--- config.mk ---
export PLATFORM = sky130hd
export DESIGN_NAME = fifo_action_driver
export DESIGN_NICKNAME = d
export VERILOG_FILES = /design/src/rtl/fifo_action_driver.sv
export SDC_FILE = /design/constraint.sdc
export NUM_CORES = 1
export LEC_CHECK = 0
export CORE_MARGIN = 1.5
export CORE_UTILIZATION = 45
export DETAILED_ROUTE_END_ITERATION = 10
export PLACE_DENSITY = 0.82
export SYNTH_ARGS = -nofsm -noshare
export SYNTH_HDL_FRONTEND = slang
export SYNTH_SLANG_ARGS = --single-unit
--- constraint.sdc ---
create_clock -name clk -period 5.56 [get_ports clk]
set_input_delay 0.556 -clock clk [delete_from_list [all_inputs] [get_ports clk]]
set_output_delay 0.556 -clock clk [all_outputs]
set_load 0.005 [all_outputs]
--- src/rtl/fifo_action_driver.sv ---
// Turns one agent action (op + beat count) into push/pop/datain traffic for an attached FIFO.
// It also checks read data in order and reports per-action observations.
module fifo_action_driver #(
  parameter int unsigned width     = 8,
  parameter int unsigned depth     = 8,
  parameter int unsigned log2depth = $clog2(depth)
) (
  input  logic                 clk,
  input  logic                 rst,
  input  logic                 act_valid,
  output logic                 act_ready,
  input  logic [1:0]           act_op,
  input  logic [3:0]           act_len,
  output logic                 push,
  output logic                 pop,
  output logic [width-1:0]     datain,
  input  logic [width-1:0]     dataout,
  input  logic                 full_posedge,
  input  logic                 empty_posedge,
  output logic                 done_valid,
  output logic [3:0]           res_full_hits,
  output logic [3:0]           res_empty_hits,
  output logic [3:0]           res_blocked,
  output logic [log2depth:0]   res_occ,
  output logic [7:0]           err_cnt,
  output logic                 err_sticky
);

  typedef enum logic [1:0] {StIdle, StRun, StDone} state_e;

  localparam logic [log2depth:0] OccMax = (log2depth + 1)'(depth);

  state_e               state_q, state_d;
  logic [1:0]           op_q;
  logic [3:0]           beats_q;
  logic [log2depth:0]   occ_q;
  logic [width-1:0]     wr_seq_q, rd_seq_q;
  logic [3:0]           full_hits_q, empty_hits_q, blocked_q;
  logic [7:0]           err_cnt_q;
  logic                 err_sticky_q;

  logic in_run, accept;
  logic want_push, want_pop;
  logic push_iss, pop_iss, beat_blocked, rd_mismatch;

  // Gating uses only the shadow occupancy so no path depends on the FIFO flags.
  always_comb begin
    in_run       = (state_q == StRun);
    accept       = (state_q == StIdle) && act_valid;
    want_push    = in_run && op_q[0];
    want_pop     = in_run && op_q[1];
    pop_iss      = want_pop && (occ_q != '0);
    push_iss     = want_push && ((occ_q != OccMax) || pop_iss);
    beat_blocked = (want_push && !push_iss) || (want_pop && !pop_iss);
    rd_mismatch  = pop_iss && (dataout != rd_seq_q);
  end

  always_ff @(posedge clk) begin
    if (rst) begin
      state_q <= StIdle;
    end else begin
      state_q <= state_d;
    end
  end

  always_comb begin
    state_d = state_q;
    unique case (state_q)
      StIdle: begin
        if (act_valid) begin
          state_d = (act_len == 4'd0) ? StDone : StRun;
        end
      end
      StRun: begin
        if (beats_q == 4'd1) begin
          state_d = StDone;
        end
      end
      StDone:  state_d = StIdle;
      default: state_d = StIdle;
    endcase
  end

  always_comb begin
    act_ready  = (state_q == StIdle);
    done_valid = (state_q == StDone);
    push       = push_iss;
    pop        = pop_iss;
    datain     = wr_seq_q;
  end

  always_ff @(posedge clk) begin
    if (rst) begin
      op_q         <= 2'b00;
      beats_q      <= 4'd0;
      occ_q        <= '0;
      wr_seq_q     <= '0;
      rd_seq_q     <= '0;
      full_hits_q  <= 4'd0;
      empty_hits_q <= 4'd0;
      blocked_q    <= 4'd0;
      err_cnt_q    <= 8'd0;
      err_sticky_q <= 1'b0;
    end else begin
      if (accept) begin
        op_q         <= act_op;
        beats_q      <= act_len;
        full_hits_q  <= 4'd0;
        empty_hits_q <= 4'd0;
        blocked_q    <= 4'd0;
      end

      if (in_run) begin
        beats_q <= beats_q - 4'd1;
        if (full_posedge && (full_hits_q != 4'hF)) begin
          full_hits_q <= full_hits_q + 4'd1;
        end
        if (empty_posedge && (empty_hits_q != 4'hF)) begin
          empty_hits_q <= empty_hits_q + 4'd1;
        end
        if (beat_blocked && (blocked_q != 4'hF)) begin
          blocked_q <= blocked_q + 4'd1;
        end
      end

      if (push_iss && !pop_iss) begin
        occ_q <= occ_q + 1'b1;
      end else if (pop_iss && !push_iss) begin
        occ_q <= occ_q - 1'b1;
      end

      if (push_iss) begin
        wr_seq_q <= wr_seq_q + 1'b1;
      end
      if (pop_iss) begin
        rd_seq_q <= rd_seq_q + 1'b1;
      end

      if (rd_mismatch) begin
        err_sticky_q <= 1'b1;
        if (err_cnt_q != 8'hFF) begin
          err_cnt_q <= err_cnt_q + 8'd1;
        end
      end
    end
  end

  // Occupancy only moves during RUN, so it already holds between actions.
  assign res_full_hits  = full_hits_q;
  assign res_empty_hits = empty_hits_q;
  assign res_blocked    = blocked_q;
  assign res_occ        = occ_q;
  assign err_cnt        = err_cnt_q;
  assign err_sticky     = err_sticky_q;

endmodule

Word level (Yosys, flattened, before mapping) --
Cells that the tools add are included.
Operators by class: $add $sub $neg 9, muxes and demuxes 17, eq/ne operators 11, reduce and logical (&&, ||, !) cells 24
Operator list (number):
- two-way mux 4 bit | 13
- adder 8 x 1 -> 8 bit, second input constant | 3
- adder 4 x 1 -> 4 bit, second input constant | 4
- inequality test 4 bit, second input constant | 4
- logical AND 1 bit | 13
- inequality test 8 bit | 1
- inequality test 8 bit, second input constant | 1
- subtractor 4 x 1 -> 4 bit, second input constant | 2
- two-way mux 2 bit | 3
- equality test 4 x 1 -> 1 bit, second input constant | 1
- logical NOT 4 bit | 1
- one-hot mux 2 bit (2 select lines) | 1
- AND reduction 2 bit | 2
- nonzero test 2 bit | 2
- nonzero test 4 bit | 1
- equality test 2 x 1 -> 1 bit, second input constant | 1
- equality test 2 bit, second input constant | 1
- logical NOT 1 bit | 2
- logical NOT 2 bit | 1
- logical OR 1 bit | 2
- inequality test 2 x 1 -> 1 bit, second input constant | 1
- inequality test 2 bit, second input constant | 1
Word-level totals: register bits after elaboration 49, output and inout port bits 37, logic and storage cells 72, bits of input ports 19

Longest topological paths before layout --
depth in word-level cells 11, depth in mapped cells 10, depth with buffers taken out 10

Worst setup path after synthesis --
OpenSTA, ideal clock, no wires.
path kind register -> register, start point reg occ_q[0], in the netlist res_occ[0], end point reg occ_q[3], in the netlist res_occ[3], arrival 2.610 ns, buffers on the path 0, library setup time 0.070 ns, setup slack 2.880 ns, stages on the path, launching flop included 11, path through dfxtp_1 or3_4 o311a_2 ha_1 inv_1 ha_1 a21o_2 a21oi_1 xnor2_1 or3_1 a21oi_1
On the way: word-level cells in the longest chain between the ends 7
RTL lines:
- start, declared | RTL line 36 | logic [log2depth:0] occ_q;
- start signal, assigned | RTL line 127 | occ_q <= occ_q + 1'b1;
- start signal, assigned | RTL line 129 | occ_q <= occ_q - 1'b1;
- nonzero test 4 bit | RTL line 52 | pop_iss = want_pop && (occ_q != '0);
- logical AND 1 bit | RTL line 52
- logical OR 1 bit * | RTL line 53 | push_iss = want_push && ((occ_q != OccMax) || pop_iss);
- logical AND 1 bit * | RTL line 53
- net push | RTL line 14 | output logic push,
- logical NOT 1 bit | RTL line 128 | end else if (pop_iss && !push_iss) begin
- logical AND 1 bit | RTL line 128
- nonzero test 2 bit (no source line)
Mark *: on every way through the listed nets, which the timed path passes. The rest lies on a longest branch. The select of a mux whose other input is x is not followed. A chain may end at the register's enable or synchronous reset.

Worst setup path after layout --
start point reg occ_q[0], in the netlist res_occ[0], end point reg occ_q[3], in the netlist res_occ[3]
On the way: word-level cells in the longest chain between the ends 7
RTL lines:
- parallel branches: the longest is 7 deep, another holds subtractor 4 x 1 -> 4 bit
Several ways; the timed one is not identified. The select of a mux whose other input is x is not followed.

==> results.env <==
OUTCOME='complete, no violations'
DESIGN.FINAL.NETS=371
WHS_PATH_DEPTH=2
WORST_HOLD_PATH_TYPE='register to register'
SYNTH.CELL_AREA_SQ_MM=0.00252
TIMING.CLOCK.SKEW_NS=0.00906
DIE_HEIGHT_MICRONS=77.8
MAX_FREQ_GHz=0.356
HPWLAFTERDP_MM=3.75
ROUTE.MET3.WL_MICRONS=247
DRT_ITER0_MARKERS=103
NUMCLOCKSINKS=49
YS_SEQ_ELEMENTS=49
TIMING.FINAL.HOLD_VIOLATIONS=0
SYN-MEAN-INSTANCE-AREA_SQ_UM=8.68
DIEAREA_SQ_MM=0.00605
AVGROUTEDWIREPERCELL_MICRONS=12.8
POWER.SHARE.COMBINATIONAL=0.132
DIE_X_MICRONS=77.8
SYN2LAYOUT_AREA_GROWTH_PCT=25.2
GLOBALROUTEOVERFLOWTOTAL=0
PLACE.DETAILED.INSTANCES=405
SETUP_VIOL=0
CLOCK_LATENCY_NS=0.30
CRIT_REQUIRED_NS=5.79
CRITICAL_PATH.ENDPOINT_TYPE='register'
POWER.SHARE.CLOCK=0.309
SETUP.WORST_PATH.START='res_occ[0]'
GRT_START_MAX_NET_PINS=52
SYNTH_FF_TYPE='sky130_fd_sc_hd__dfxtp_1'
SETUP-TNS-FINAL_NS=0
VIA_COUNT_OF_THE_FIRST_GLOBAL_ROUTING_PASS=2067
IO-PIN-COUNT=56
TIMING.SLEW.HEADROOM=0.378
CTS_BUFFER_DEPTH=2
CRITICALPATHCATEGORY='register to register'
ANTENNA_FOUND_INITIAL=0
TOTAL_LEAKAGE_POWER_nW=1.12
ROUTE.ANTENNA.REMAINING_NETS=0
SYNTH-EDFF-COUNT=0
SLOWEST_DELAY_NS=0.46
REPORT.FINAL.SLEW_VIOL_COUNT=0
ROOT_BUFFER='sky130_fd_sc_hd__clkbuf_8'
DEEPEST_LEVEL_OF_THE_CTS_H_TREE=2
POST-CTS-SETUP-BUFFERS=0
CTS.REPAIR.RESIZED=0
GRT.TOTAL_USAGE=0.184
PATH_MAX_FANOUT=6
WORST_R2R_PATH_DEPTH=10
FINAL_CELL_COUNT_NO_FILL=413
YOSYS.CELL_TYPES.COUNT=50
PLACE_CONGESTION=0.828
VIA_PER_INST=5.39
MAX_CAP_VIOL_COUNT=0
SYNTH_FP_NETS=321
SYNTH-ASYNC-RESET-RATIO=0
P_INT_mW=0.489
GRT_FIRST_PASS_WIRELENGTH_MM=9.20
MET1_LENGTH_MM=2.47
SEQPWRFRAC=0.559
INITIAL_CORE_UTIL=0.463
DETAIL_ROUTE.FIRST_PASS.ITERATIONS=4
SYNTHESIS.YOSYS.WARNINGS=0
POWER_SWITCHING_SHARE=0.261
LAYOUT.FILLER_CELLS=498
REGTOREGSETUPSLACK_NS=2.75
CTS_TREE='yes'
CLK_PIN_SLEW_WORST_PATHS_NS=0.09
NETSWITCHINGPOWER_mW=0.173
DRC_MARKERS=0
WORSTSETUPSTARTPOINTTYPE='register'
CP_SLOWEST_CELL='sky130_fd_sc_hd__or3_4'
FINALCRITICALPERIOD_NS=2.81
WORST_IR_DROP_VDD_mV=0.0937
PORTBUFFERS=55
POWERDENSITY_mW_PER_MM2=210
ROUTED-VIA-COUNT=2226
CORE_AREA_SQ_MM=0.00544
DRT_WL_TOTAL_MM=5.30
RSZ0062_AT_GRT='false'
CRITPATHCAPTURE='res_occ[3]'
PLACEMENTROWS=27
TIMING.RR.START='res_occ[0]'
DETAILROUTE.WIRELENGTH.MET2_MM=2.50
NUMBER_OF_INSTANCES_IN_THE_SYNTHESIZED_NETLIST=290
SYNTH.YOSYS.SEQ_AREA_SHARE=0.390
FIN_WORST_HOLD_SLACK_NS=0.483
WORSTPATHCELLLIST='or3_4 -> o311a_2 -> ha_1 -> inv_1 -> ha_1 -> a21o_2 -> a21oi_1 -> xnor2_1 -> or3_1 -> a21oi_1'
TRITONCTS.NUM_BUFFERS=5
R2R_END='res_occ[3]'
TOP_LAYER='met4'
CP.ARRIVAL_NS=3.03
FINAL_MIN_PERIOD_OVER_CLOCK_PERIOD=0.505
POWER_mW=0.662
LAYOUT-DRIVE-GT1-SHARE=0.0587
SLEW_WORST_PIN_NS=0.933
NUM_ANTENNA_CELLS=0
CTS_HOLD_BUF=0
[how the worst min path moves through the flow]
stage               slack, ns          to       start
finish                   0.48  err_sticky  err_sticky
global route             0.52  beats_q[1]  beats_q[1]
CTS                      0.49  err_sticky  err_sticky
detailed placement       0.46  err_sticky  err_sticky
global placement         0.45  err_sticky  err_sticky
floorplan                0.45  beats_q[1]  beats_q[1]
[through the flow]
| step | utilization | cell area [sq um] | setup slack [ns] |
|---|---|---|---|
| after global routing | 0.580 | 3150 | 2.60 |
| after floorplan | - | 2520 | 2.88 |
| after global placement | 0.565 | 3070 | 2.83 |
| after CTS | 0.580 | 3150 | 2.75 |
| final | 0.580 | 3150 | 2.75 |
| after detailed placement | 0.565 | 3070 | 2.77 |
[state kept, by name, summed over array words and instances (netlist names)]
signal	flops
beats_q	4
res_occ	4
state_q	2
datain	8
res_blocked	4
res_full_hits	4
err_sticky	1
err_cnt	8
rd_seq_q	8
op_q	2
res_empty_hits	4
[metal layers]
metal	global-route usage	vias up
met5	0	-
met4	0.0618	0
met3	0.0341	10
met2	0.314	48
met1	0.232	1040
li1	-	1128
[power groups by stage]
stage / Combinational, mW / Sequential (mW) / Clock (mW)
global placement: 0.0844 / 0.377 / 0
CTS: 0.0876 / 0.370 / 0.210
floorplan: 0.0578 / 0.376 / 0
detailed placement: 0.0872 / 0.378 / 0
global route: 0.0970 / 0.372 / 0.224
finish: 0.0873 / 0.370 / 0.205
[synthesized netlist by cell type, types with 2 or more instances]
cell type / count / share of area
sky130_fd_sc_hd__a21oi_1: 30 / 0.060
sky130_fd_sc_hd__a31oi_1: 2 / 0.0050
sky130_fd_sc_hd__a32oi_1: 2 / 0.0070
sky130_fd_sc_hd__and3_1: 7 / 0.017
sky130_fd_sc_hd__buf_2: 2 / 0.0040
sky130_fd_sc_hd__buf_6: 2 / 0.0089
sky130_fd_sc_hd__clkbuf_1: 6 / 0.0089
sky130_fd_sc_hd__clkbuf_8: 2 / 0.011
sky130_fd_sc_hd__dfxtp_1: 49 / 0.39
sky130_fd_sc_hd__ha_1: 11 / 0.055
sky130_fd_sc_hd__inv_1: 7 / 0.010
sky130_fd_sc_hd__mux2i_1: 3 / 0.012
sky130_fd_sc_hd__nand2_1: 24 / 0.036
sky130_fd_sc_hd__nand3_1: 18 / 0.036
sky130_fd_sc_hd__nand3b_1: 3 / 0.0089
sky130_fd_sc_hd__nand4_1: 11 / 0.027
sky130_fd_sc_hd__nor2_1: 34 / 0.051
sky130_fd_sc_hd__nor3_1: 5 / 0.0099
sky130_fd_sc_hd__o211ai_1: 2 / 0.0060
sky130_fd_sc_hd__o21ai_0: 5 / 0.0099
sky130_fd_sc_hd__o311a_2: 2 / 0.0089
sky130_fd_sc_hd__o31ai_1: 5 / 0.015
sky130_fd_sc_hd__or2_2: 2 / 0.0050
sky130_fd_sc_hd__or3_1: 3 / 0.0075
sky130_fd_sc_hd__or4_1: 5 / 0.015
sky130_fd_sc_hd__xnor2_1: 13 / 0.045
sky130_fd_sc_hd__xor2_1: 12 / 0.042
[logic make-up (layout without fill, tap and decap cells)]
kind of cell    count (synthesis)  in the layout  share of synthesized area
compound gates                 55             55                      0.147
mux                             3              3                     0.0119
simple gates                  126            126                      0.257
xor+xnor                       25             25                     0.0870
buf+inv                        20             71                     0.0447
fa+ha+maj                      12             12                     0.0626
flops                          49             49                      0.390
[critical path, delay by kind of cell, from the launching register on]
family	cells	cell delay [ns]
adders and majority gates	2	0.48
xor gates and xnor gates	1	0.09
DFF	1	0.38
buffers and inverters	1	0.11
and+or+nand+nor	2	0.76
AOI/OAI and AO/OA	4	0.91
[final cells by class]
type | count | area (sq um) | area share
Timing Repair Buffer | 55 | 546 | 0.173
Multi-Input combinational cell | 221 | 1420 | 0.452
Sequential cell | 49 | 981 | 0.311
Clock inverter | 2 | 10.0 | 0.00317
Inverter | 8 | 30.0 | 0.00952
Clock buffer | 6 | 72.6 | 0.0230
Tap cell | 72 | 90.1 | 0.0286
[cells in the final DEF (no fill, tap or decap), types with 7 or more instances in the layout]
cell	Yosys	final
sky130_fd_sc_hd__clkdlybuf4s50_1	0	54
sky130_fd_sc_hd__dfxtp_1	49	49
sky130_fd_sc_hd__nor2_1	34	34
sky130_fd_sc_hd__a21oi_1	30	30
sky130_fd_sc_hd__nand2_1	24	24
sky130_fd_sc_hd__nand3_1	18	18
sky130_fd_sc_hd__xnor2_1	13	13
sky130_fd_sc_hd__xor2_1	12	12
sky130_fd_sc_hd__nand4_1	11	11
sky130_fd_sc_hd__ha_1	11	11
sky130_fd_sc_hd__inv_1	7	7
sky130_fd_sc_hd__and3_1	7	7
Note: power is estimated with default switching activity, not from simulation.
